<file path="config.mk">
export PLATFORM = sky130hd
export DESIGN_NAME = uart_tx_arbiter_flat
export DESIGN_NICKNAME = d
export VERILOG_FILES = /design/src/rtl/uart_tx_arbiter_if.sv /design/src/rtl/uart_tx_arbiter.sv /design/src/flat_wrapper.sv
export SDC_FILE = /design/constraint.sdc
export NUM_CORES = 1
export LEC_CHECK = 0
export ABC_AREA = 1
export ABC_CLOCK_PERIOD_IN_PS = 3700
export CAP_MARGIN = 20
export CORE_MARGIN = 1
export CORE_UTILIZATION = 25
export DETAILED_ROUTE_END_ITERATION = 7
export PLACE_DENSITY = 0.43
export SETUP_SLACK_MARGIN = 0.3
export SLEW_MARGIN = 20
export SYNTH_ARGS = -nofsm -noshare
export SYNTH_HDL_FRONTEND = slang
export SYNTH_SLANG_ARGS = --single-unit
</file>
<file path="constraint.sdc">
create_clock -name clk_in -period 3.7 [get_ports clk_in]
set_input_delay 0.74 -clock clk_in [delete_from_list [all_inputs] [get_ports clk_in]]
set_output_delay 0.74 -clock clk_in [all_outputs]
set_load 0.01 [all_outputs]
</file>
<file path="src/rtl/uart_tx_arbiter_if.sv">
// Handshake bundle between the byte producers, the baud strobe source and the
// shared-UART arbiter.
interface uart_tx_arbiter_if #(
  parameter int unsigned N_REQ = 4
);
  logic                 clk_baud;
  logic [N_REQ-1:0]     req;
  logic [8*N_REQ-1:0]   data_in;
  logic [N_REQ-1:0]     ack;
  logic [N_REQ-1:0]     grant;
  logic                 busy;
  logic                 start;
  logic [7:0]           data_out;
  logic                 done;

  // Producer / transmitter side.
  modport master (
    output clk_baud, req, data_in,
    input  ack, grant, busy, start, data_out, done
  );

  // Arbiter side.
  modport slave (
    input  clk_baud, req, data_in,
    output ack, grant, busy, start, data_out, done
  );
endinterface

</file>
<file path="src/rtl/uart_tx_arbiter.sv">
// Round-robin arbiter sharing one UART transmitter between N_REQ byte producers;
// times each frame plus a guard gap by counting baud strobes.
module uart_tx_arbiter #(
  parameter int unsigned N_REQ       = 4,
  parameter int unsigned FRAME_TICKS = 160,
  parameter int unsigned GUARD_TICKS = 16
) (
  input logic              clk_in,
  input logic              rst,
  uart_tx_arbiter_if.slave bus
);

  localparam int unsigned MaxTicks = (FRAME_TICKS > GUARD_TICKS) ? FRAME_TICKS : GUARD_TICKS;
  localparam int unsigned CW       = $clog2(MaxTicks + 1);
  localparam int unsigned IW       = (N_REQ > 1) ? $clog2(N_REQ) : 1;

  localparam logic [1:0] StIdle  = 2'd0;
  localparam logic [1:0] StStart = 2'd1;
  localparam logic [1:0] StWait  = 2'd2;
  localparam logic [1:0] StGuard = 2'd3;

  localparam logic [CW-1:0] FrameLast = CW'(FRAME_TICKS - 1);
  localparam logic [CW-1:0] GuardLast = CW'((GUARD_TICKS == 0) ? 0 : GUARD_TICKS - 1);

  logic [1:0]       state_q, state_d;
  logic [CW-1:0]    cnt_q, cnt_d;
  logic [IW-1:0]    last_q, last_d;
  logic [IW-1:0]    owner_q, owner_d;
  logic [N_REQ-1:0] ack_q, ack_d;
  logic [N_REQ-1:0] grant_q, grant_d;
  logic             busy_q, busy_d;
  logic             start_q, start_d;
  logic [7:0]       data_q, data_d;
  logic             done_q, done_d;

  logic             win_found;
  logic [IW-1:0]    win_idx;
  logic [7:0]       win_byte;
  logic             exit_frame;

  // First set request searching upward from last winner + 1, with wrap.
  always_comb begin
    int unsigned   idx;
    logic [IW-1:0] idx_t;
    win_found = 1'b0;
    win_idx   = '0;
    idx       = 0;
    idx_t     = '0;
    for (int unsigned k = 1; k <= N_REQ; k++) begin
      idx   = (int'(last_q) + k) % N_REQ;
      idx_t = IW'(idx);
      if (!win_found && bus.req[idx_t]) begin
        win_found = 1'b1;
        win_idx   = idx_t;
      end
    end
  end

  always_comb begin
    win_byte = '0;
    for (int i = 0; i < int'(N_REQ); i++) begin
      if (win_idx == IW'(i)) begin
        win_byte = bus.data_in[8*i +: 8];
      end
    end
  end

  always_comb begin
    state_d    = state_q;
    cnt_d      = cnt_q;
    last_d     = last_q;
    owner_d    = owner_q;
    ack_d      = '0;
    grant_d    = grant_q;
    busy_d     = busy_q;
    start_d    = 1'b0;
    data_d     = data_q;
    done_d     = 1'b0;
    exit_frame = 1'b0;

    case (state_q)
      StIdle: begin
        if (win_found) begin
          ack_d[win_idx]   = 1'b1;
          grant_d          = '0;
          grant_d[win_idx] = 1'b1;
          busy_d           = 1'b1;
          data_d           = win_byte;
          owner_d          = win_idx;
          cnt_d            = '0;
          state_d          = StStart;
        end
      end
      StStart: begin
        start_d = 1'b1;
        state_d = StWait;
      end
      StWait: begin
        if (bus.clk_baud) begin
          if (cnt_q == FrameLast) begin
            cnt_d = '0;
            if (GUARD_TICKS == 0) begin
              exit_frame = 1'b1;
            end else begin
              state_d = StGuard;
            end
          end else begin
            cnt_d = cnt_q + 1'b1;
          end
        end
      end
      StGuard: begin
        if (bus.clk_baud) begin
          if (cnt_q == GuardLast) begin
            exit_frame = 1'b1;
          end else begin
            cnt_d = cnt_q + 1'b1;
          end
        end
      end
      default: state_d = StIdle;
    endcase

    // A terminal-count strobe is consumed here; the counter restarts clean.
    if (exit_frame) begin
      state_d = StIdle;
      cnt_d   = '0;
      busy_d  = 1'b0;
      grant_d = '0;
      done_d  = 1'b1;
      last_d  = owner_q;
    end
  end

  always_ff @(posedge clk_in or posedge rst) begin
    if (rst) begin
      state_q <= StIdle;
      cnt_q   <= '0;
      last_q  <= IW'(N_REQ - 1);
      owner_q <= '0;
      ack_q   <= '0;
      grant_q <= '0;
      busy_q  <= 1'b0;
      start_q <= 1'b0;
      data_q  <= '0;
      done_q  <= 1'b0;
    end else begin
      state_q <= state_d;
      cnt_q   <= cnt_d;
      last_q  <= last_d;
      owner_q <= owner_d;
      ack_q   <= ack_d;
      grant_q <= grant_d;
      busy_q  <= busy_d;
      start_q <= start_d;
      data_q  <= data_d;
      done_q  <= done_d;
    end
  end

  assign bus.ack      = ack_q;
  assign bus.grant    = grant_q;
  assign bus.busy     = busy_q;
  assign bus.start    = start_q;
  assign bus.data_out = data_q;
  assign bus.done     = done_q;

endmodule

</file>
<file path="src/flat_wrapper.sv">
// flat-port wrapper written by rule: the top's interface ports become plain ports
module uart_tx_arbiter_flat 
#(
  parameter int unsigned N_REQ       = 4,
  parameter int unsigned FRAME_TICKS = 160,
  parameter int unsigned GUARD_TICKS = 16
)
  (clk_in, rst, bus_clk_baud, bus_req, bus_data_in, bus_ack, bus_grant, bus_busy, bus_start, bus_data_out, bus_done);
  uart_tx_arbiter_if #(.N_REQ(N_REQ)) bus_i ();
  input logic clk_in;
  input logic rst;
  input wire logic [$bits(bus_i.clk_baud)-1:0] bus_clk_baud;
  input wire logic [$bits(bus_i.req)-1:0] bus_req;
  input wire logic [$bits(bus_i.data_in)-1:0] bus_data_in;
  output wire logic [$bits(bus_i.ack)-1:0] bus_ack;
  output wire logic [$bits(bus_i.grant)-1:0] bus_grant;
  output wire logic [$bits(bus_i.busy)-1:0] bus_busy;
  output wire logic [$bits(bus_i.start)-1:0] bus_start;
  output wire logic [$bits(bus_i.data_out)-1:0] bus_data_out;
  output wire logic [$bits(bus_i.done)-1:0] bus_done;
  assign bus_i.clk_baud = bus_clk_baud;
  assign bus_i.req = bus_req;
  assign bus_i.data_in = bus_data_in;
  assign bus_ack = bus_i.ack;
  assign bus_grant = bus_i.grant;
  assign bus_busy = bus_i.busy;
  assign bus_start = bus_i.start;
  assign bus_data_out = bus_i.data_out;
  assign bus_done = bus_i.done;
  uart_tx_arbiter #(.N_REQ(N_REQ), .FRAME_TICKS(FRAME_TICKS), .GUARD_TICKS(GUARD_TICKS)) u_core (.clk_in(clk_in), .rst(rst), .bus(bus_i));
endmodule
</file>
# [After elaboration in Yosys (flattened, before gate mapping)]
# Cells that the tools add are included.
[word_totals] ff_bits=33 input_bits=39 output_inout_bits=19 wordCells=98
[op_classes] n_addsub=5 n_lt_le_gt_ge=6 n_eq_ne=13 n_mux=47 n_reduce_logical=17
[op_table] op="$mux 8" n=10
[op_table] op="$pmux 8 s3" n=1
[op_table] op="$mux 4" n=5
[op_table] op="$mux 1" n=17
[op_table] op="$mux 2" n=8
[op_table] op="$lt 2x3->1 const B" n=5
[op_table] op="$ne 3x2->1 const B" n=3
[op_table] op="$add 8x1->8 const B" n=1
[op_table] op="$bmux 1 s2" n=4
[op_table] op="$eq 2x2->1 const B" n=4
[op_table] op="$eq 8x4->1 const B" n=1
[op_table] op="$eq 8x8->1 const B" n=1
[op_table] op="$reduce_bool 4->1" n=2
[op_table] op="$ne 3x1->1 const B" n=2
[op_table] op="$pmux 2 s3" n=1
[op_table] op="$reduce_and 5->1" n=1
[op_table] op="$add 2x1->2 const B" n=2
[op_table] op="$add 2x2->2 const B" n=2
[op_table] op="$eq 2x1->1 const B" n=2
[op_table] op="$logic_and 1x1->1" n=4
[op_table] op="$logic_not 2->1" n=2
[op_table] op="$reduce_and 2->1" n=2
[op_table] op="$reduce_and 4->1" n=1
[op_table] op="$reduce_bool 2->1" n=2
[op_table] op="3 further kinds" n=5

# [Longest topological paths before layout]
[depth] depth_word=20 ltp_mapped=15 mapped_depth_nobuf=15

# [Worst setup path after synthesis]
# Ideal clock, no wire load.
[synth_path] kind="input -> register" from="input port bus_req[3]" to="register u_core.data_q[1] (netlist: u_core.bus.data_out[1])" setup_time_ns=0.116 arrival_ns=1.814 required_ns=3.584 setup_slack_ns=1.770 cell_stages=13 n_path_buf=1 cell_sequence="nand2_1 > nand2_1 > nand2_1 > nand2_1 > nor2_4 > nand3_2 > nand2_1 > nand2_4 > buf_2 > nand2_1 > nand3_1 > nand2_1 > nand2_1"
[synth_between] elab_chain_len=17 elab_cells_between_ends=31 classes_between="eq/ne: 3; mux: 20; reduce/logical: 8"
[synth_lines] item="start, declared" line="flat_wrapper.sv:13" text="input wire logic [$bits(bus_i.req)-1:0] bus_req;"
[synth_lines] item="$bmux 1 s2" line="uart_tx_arbiter.sv:52" text="if (!win_found && bus.req[idx_t]) begin"
[synth_lines] item="$mux 1 (not written as such)" line="uart_tx_arbiter.sv:52"
[synth_lines] item="$mux 1" line="uart_tx_arbiter.sv:52"
[synth_lines] item="$logic_not 1->1" line="uart_tx_arbiter.sv:52"
[synth_lines] item="$logic_and 1x1->1" line="uart_tx_arbiter.sv:52"
[synth_lines] item="$mux 1" line="uart_tx_arbiter.sv:52"
[synth_lines] item="$logic_not 1->1" line="uart_tx_arbiter.sv:52"
[synth_lines] item="$logic_and 1x1->1" line="uart_tx_arbiter.sv:52"
[synth_lines] item="$mux 1" line="uart_tx_arbiter.sv:52"
[synth_lines] item="$logic_not 1->1" line="uart_tx_arbiter.sv:52"
[synth_lines] item="$logic_and 1x1->1" line="uart_tx_arbiter.sv:52"
[synth_lines] item="$mux 2" line="uart_tx_arbiter.sv:52"
[synth_lines] item="$logic_not 2->1" line="uart_tx_arbiter.sv:62" text="if (win_idx == IW'(i)) begin"
[synth_lines] item="$mux 8 (4 in series)" line="uart_tx_arbiter.sv:62"
[synth_lines] item="end signal, assigned" line="uart_tx_arbiter.sv:156" text="data_q <= data_d;"
[synth_lines] item="end, declared" line="uart_tx_arbiter.sv:33" text="logic [7:0] data_q, data_d;"
# Several ways; a longest one is shown, not always the timed one. The select of a mux whose other input is x is not followed.
# A chain may end at the register's enable or synchronous reset.

# [Final worst setup path]
[layout_path] from="input port bus_req[2]" to="register u_core.data_q[3] (netlist: u_core.bus.data_out[3])"
# Same word-level chain as after synthesis.

==> results.cfg <==
[status]
status = finished clean

[placement]
place_inst = 443
io_buffers = 57
dp_hpwl_mm = 4.166
dp_slack_ns = 0.8789
placed_cell_area_sq_mm = 0.002743
gp_congestion = 0.7431

[floorplanning]
start_util_pct = 26.32
num_rows = 32
fp.dieW_um = 92.90
coreArea_sq_mm = 0.007848
die_y_um = 92.90
io_pins = 58
die-area_sq_mm = 0.008630

[layout]
fin_area_sq_mm = 0.002829
most-common-layout-cells = 94 x nand2_1, 57 x clkdlybuf4s50_1, 34 x nand3_1
layout_commonest_cell = nand2_1
diodes = 0
area_delta_synth_final_pct = 36.95
fin_cells = 451
drive_above_1_share_pct = 10.03
nNetsFinal = 393

[worst_setup_path]
crit_slowest_cell = clkdlybuf4s50_1
path_max_fanout = 14
cp.arrival_ns = 2.68
r2r-start = u_core.last_q[0]$_DFFE_PP1N_
reg2reg_depth = 15
slowest_delay_ns = 0.43
crit_path_end_kind = flip-flop
cp.required_ns = 3.88
cp-start-kind = input pin
crit_type = input pin to flip-flop
worstReg2RegEnd = u_core.bus.data_out[3]$_DFFE_PP0P_
r2r_slack_ns = 1.39
crit_path_start = bus_req[2]
crit_end = u_core.bus.data_out[3]$_DFFE_PP0P_
path_common_cell = nand2_1
crit_chain = clkdlybuf4s50_1, nand2_1, nand2_1, nand2_1, nand2_2, nor2_4, nand3_1, nand2_2, inv_2, nand2_2, inv_2, nand2_1, nand2_1, nand2_1, nand2_1

[drt]
vias = 1965
dr.pass1.iters = 4
drt_iter0_drc = 108
wl_mm = 5.495
drcViolationCount = 0
final_antenna_net_count = 0
via_per_inst = 4.357
post_drt_wl_per_cell_um = 12.18

[pwr]
pwr-share-comb_pct = 51.3
power.internal_uw = 1005
p_clk_share_pct = 15.7
power_frac_seq_pct = 33.1
max-vdd-ir-drop_uv = 205.1
cellPowerDensity_mw_per_mm2 = 613.9
finalPower_uw = 1737
swShare_pct = 42.13
switchingPower_uw = 731.7
p_leak_uw = 0.001366

[sta]
rsz0062_at_grt = no
min_period_over_period_pct = 67.58
fin_skew_ns = 0.001643
fin_tns_setup_ns = 0
setup_slack_ns = 1.199
period_needed_ns = 2.501
fmax_ghz = 0.3999
finalSetupViolCount = 0
tightest_slew_ns = 0.4886
drv_slew = 0
hold_viol = 0
slew_headroom_pct = 67.43

[global_routing]
antenna_found_initial = 0
grt_max_degree = 34
grt_pass1_wl_mm = 9.397
gr-total-overflow = 0
grt.total_usage_pct = 13.94
grt_pass1_vias = 1976

[clock_tree]
cts_sinks = 33
cts-htree-levels = 2
cts.clk_slew.worst_paths_ns = 0.07
root_buffer = clkbuf_8
cts_tree = built
cts-resized-gates = 0
clk_latency_ns = 0.28
cts_buffers = 5
clockBufferDepth = 2
cts_setup_buffers = 0
holdBufCountCts = 0

[synth]
yosysWarnings = 0
ys_seq_area_share_pct = 40.10
synth_seq_cells = 33
syn_nets = 333
syn_area_per_cell_sq_um = 7.173
netlist_area_sq_mm = 0.002066
synthCells = 288
yosysUniqueCellTypes = 33

[hold_path]
holdCritPathClass = flip-flop to flip-flop

[run]
drv_cap = 0
cells by family after synthesis:
group	count (synthesis)	synth area share [%]
AO/OA/AOI/OAI	22	5.936
XOR/XNOR	3	1.272
adder cells (fa/ha/maj)	6	3.634
buffers and inverters	43	8.479
flip-flops	33	40.10
AND/OR/NAND/NOR	181	40.58
sequential cells by signal (all words and copies together) (netlist names):
register	count
u_core.bus.data_out	8
u_core.last_q	2
u_core.bus.ack	4
u_core.cnt_q	8
u_core.bus.busy	1
u_core.bus.done	1
u_core.state_q	2
u_core.bus.start	1
u_core.owner_q	2
u_core.bus.grant	4
per-stage QoR:
step | hold slack, ns | util (%)
3_5_place_dp | 0.4788 | 34.95
4_1_cts | 0.4905 | 36.05
2_1_floorplan | 0.4570 | -
5_1_grt | 0.5056 | 36.05
3_3_place_gp | 0.4701 | 34.95
6_report | 0.5009 | 36.05
worst max-delay path: cells and delay by family:
kind | cells | cell delay (ns)
buffers and inverters | 3 | 0.68
AND/OR/NAND/NOR | 12 | 1.26
power by group through the flow:
stage	clock network [uW]	logic [uW]	registers, uW
2_1_floorplan	0	539	605
3_5_place_dp	0	903	580
3_3_place_gp	0	905	584
6_report	272	890	574
4_1_cts	289	908	577
5_1_grt	302	1010	593
Yosys cell counts, drive strengths merged:
| cell type | instances | area, sq um |
|---|---|---|
| a21o | 1 | 7.510 |
| a21oi | 8 | 43.79 |
| buf | 5 | 32.53 |
| clkbuf | 1 | 3.750 |
| dfrtp | 31 | 775.7 |
| dfstp | 2 | 52.55 |
| ha | 6 | 75.07 |
| inv | 37 | 138.9 |
| nand2 | 102 | 417.9 |
| nand3 | 37 | 207.7 |
| nand3b | 1 | 7.510 |
| nand4 | 5 | 37.53 |
| nor2 | 28 | 122.6 |
| nor3 | 5 | 25.02 |
| nor3b | 1 | 7.510 |
| nor4 | 2 | 12.51 |
| o21ai | 12 | 63.81 |
| o31ai | 1 | 7.510 |
| xnor2 | 2 | 17.52 |
| xor2 | 1 | 8.760 |
how the worst min path moves through the flow:
stage                                        from                            to  slack, ns  cells after the start
global route        u_core.owner_q[1]$_DFFE_PP0P_  u_core.last_q[1]$_DFFE_PP1N_       0.51                      2
finish              u_core.owner_q[1]$_DFFE_PP0P_  u_core.last_q[1]$_DFFE_PP1N_       0.50                      2
CTS                 u_core.owner_q[1]$_DFFE_PP0P_  u_core.last_q[1]$_DFFE_PP1N_       0.49                      2
floorplan           u_core.owner_q[0]$_DFFE_PP0P_  u_core.last_q[0]$_DFFE_PP1N_       0.46                      2
detailed placement  u_core.owner_q[1]$_DFFE_PP0P_  u_core.last_q[1]$_DFFE_PP1N_       0.48                      2
global placement    u_core.owner_q[1]$_DFFE_PP0P_  u_core.last_q[1]$_DFFE_PP1N_       0.47                      2
layer usage:
layer	up-vias	wire length (um)	GRT usage (%)
li1	1029	-	-
met5	-	0	0
met1	874	2678	18.43
met2	56	2443	22.06
met3	6	327	4.105
met4	0	46	3.718
cell type report:
type,count,area (sq um)
Clock inverter,3,17.52
Tap cell,102,127.6
Fill cell,870,5019
Sequential cell,33,828.3
Timing Repair Buffer,59,585.6
Multi-Input combinational cell,212,1062
Clock buffer,5,68.82
Inverter,37,138.9
Note: power is estimated with default switching activity, not from simulation.
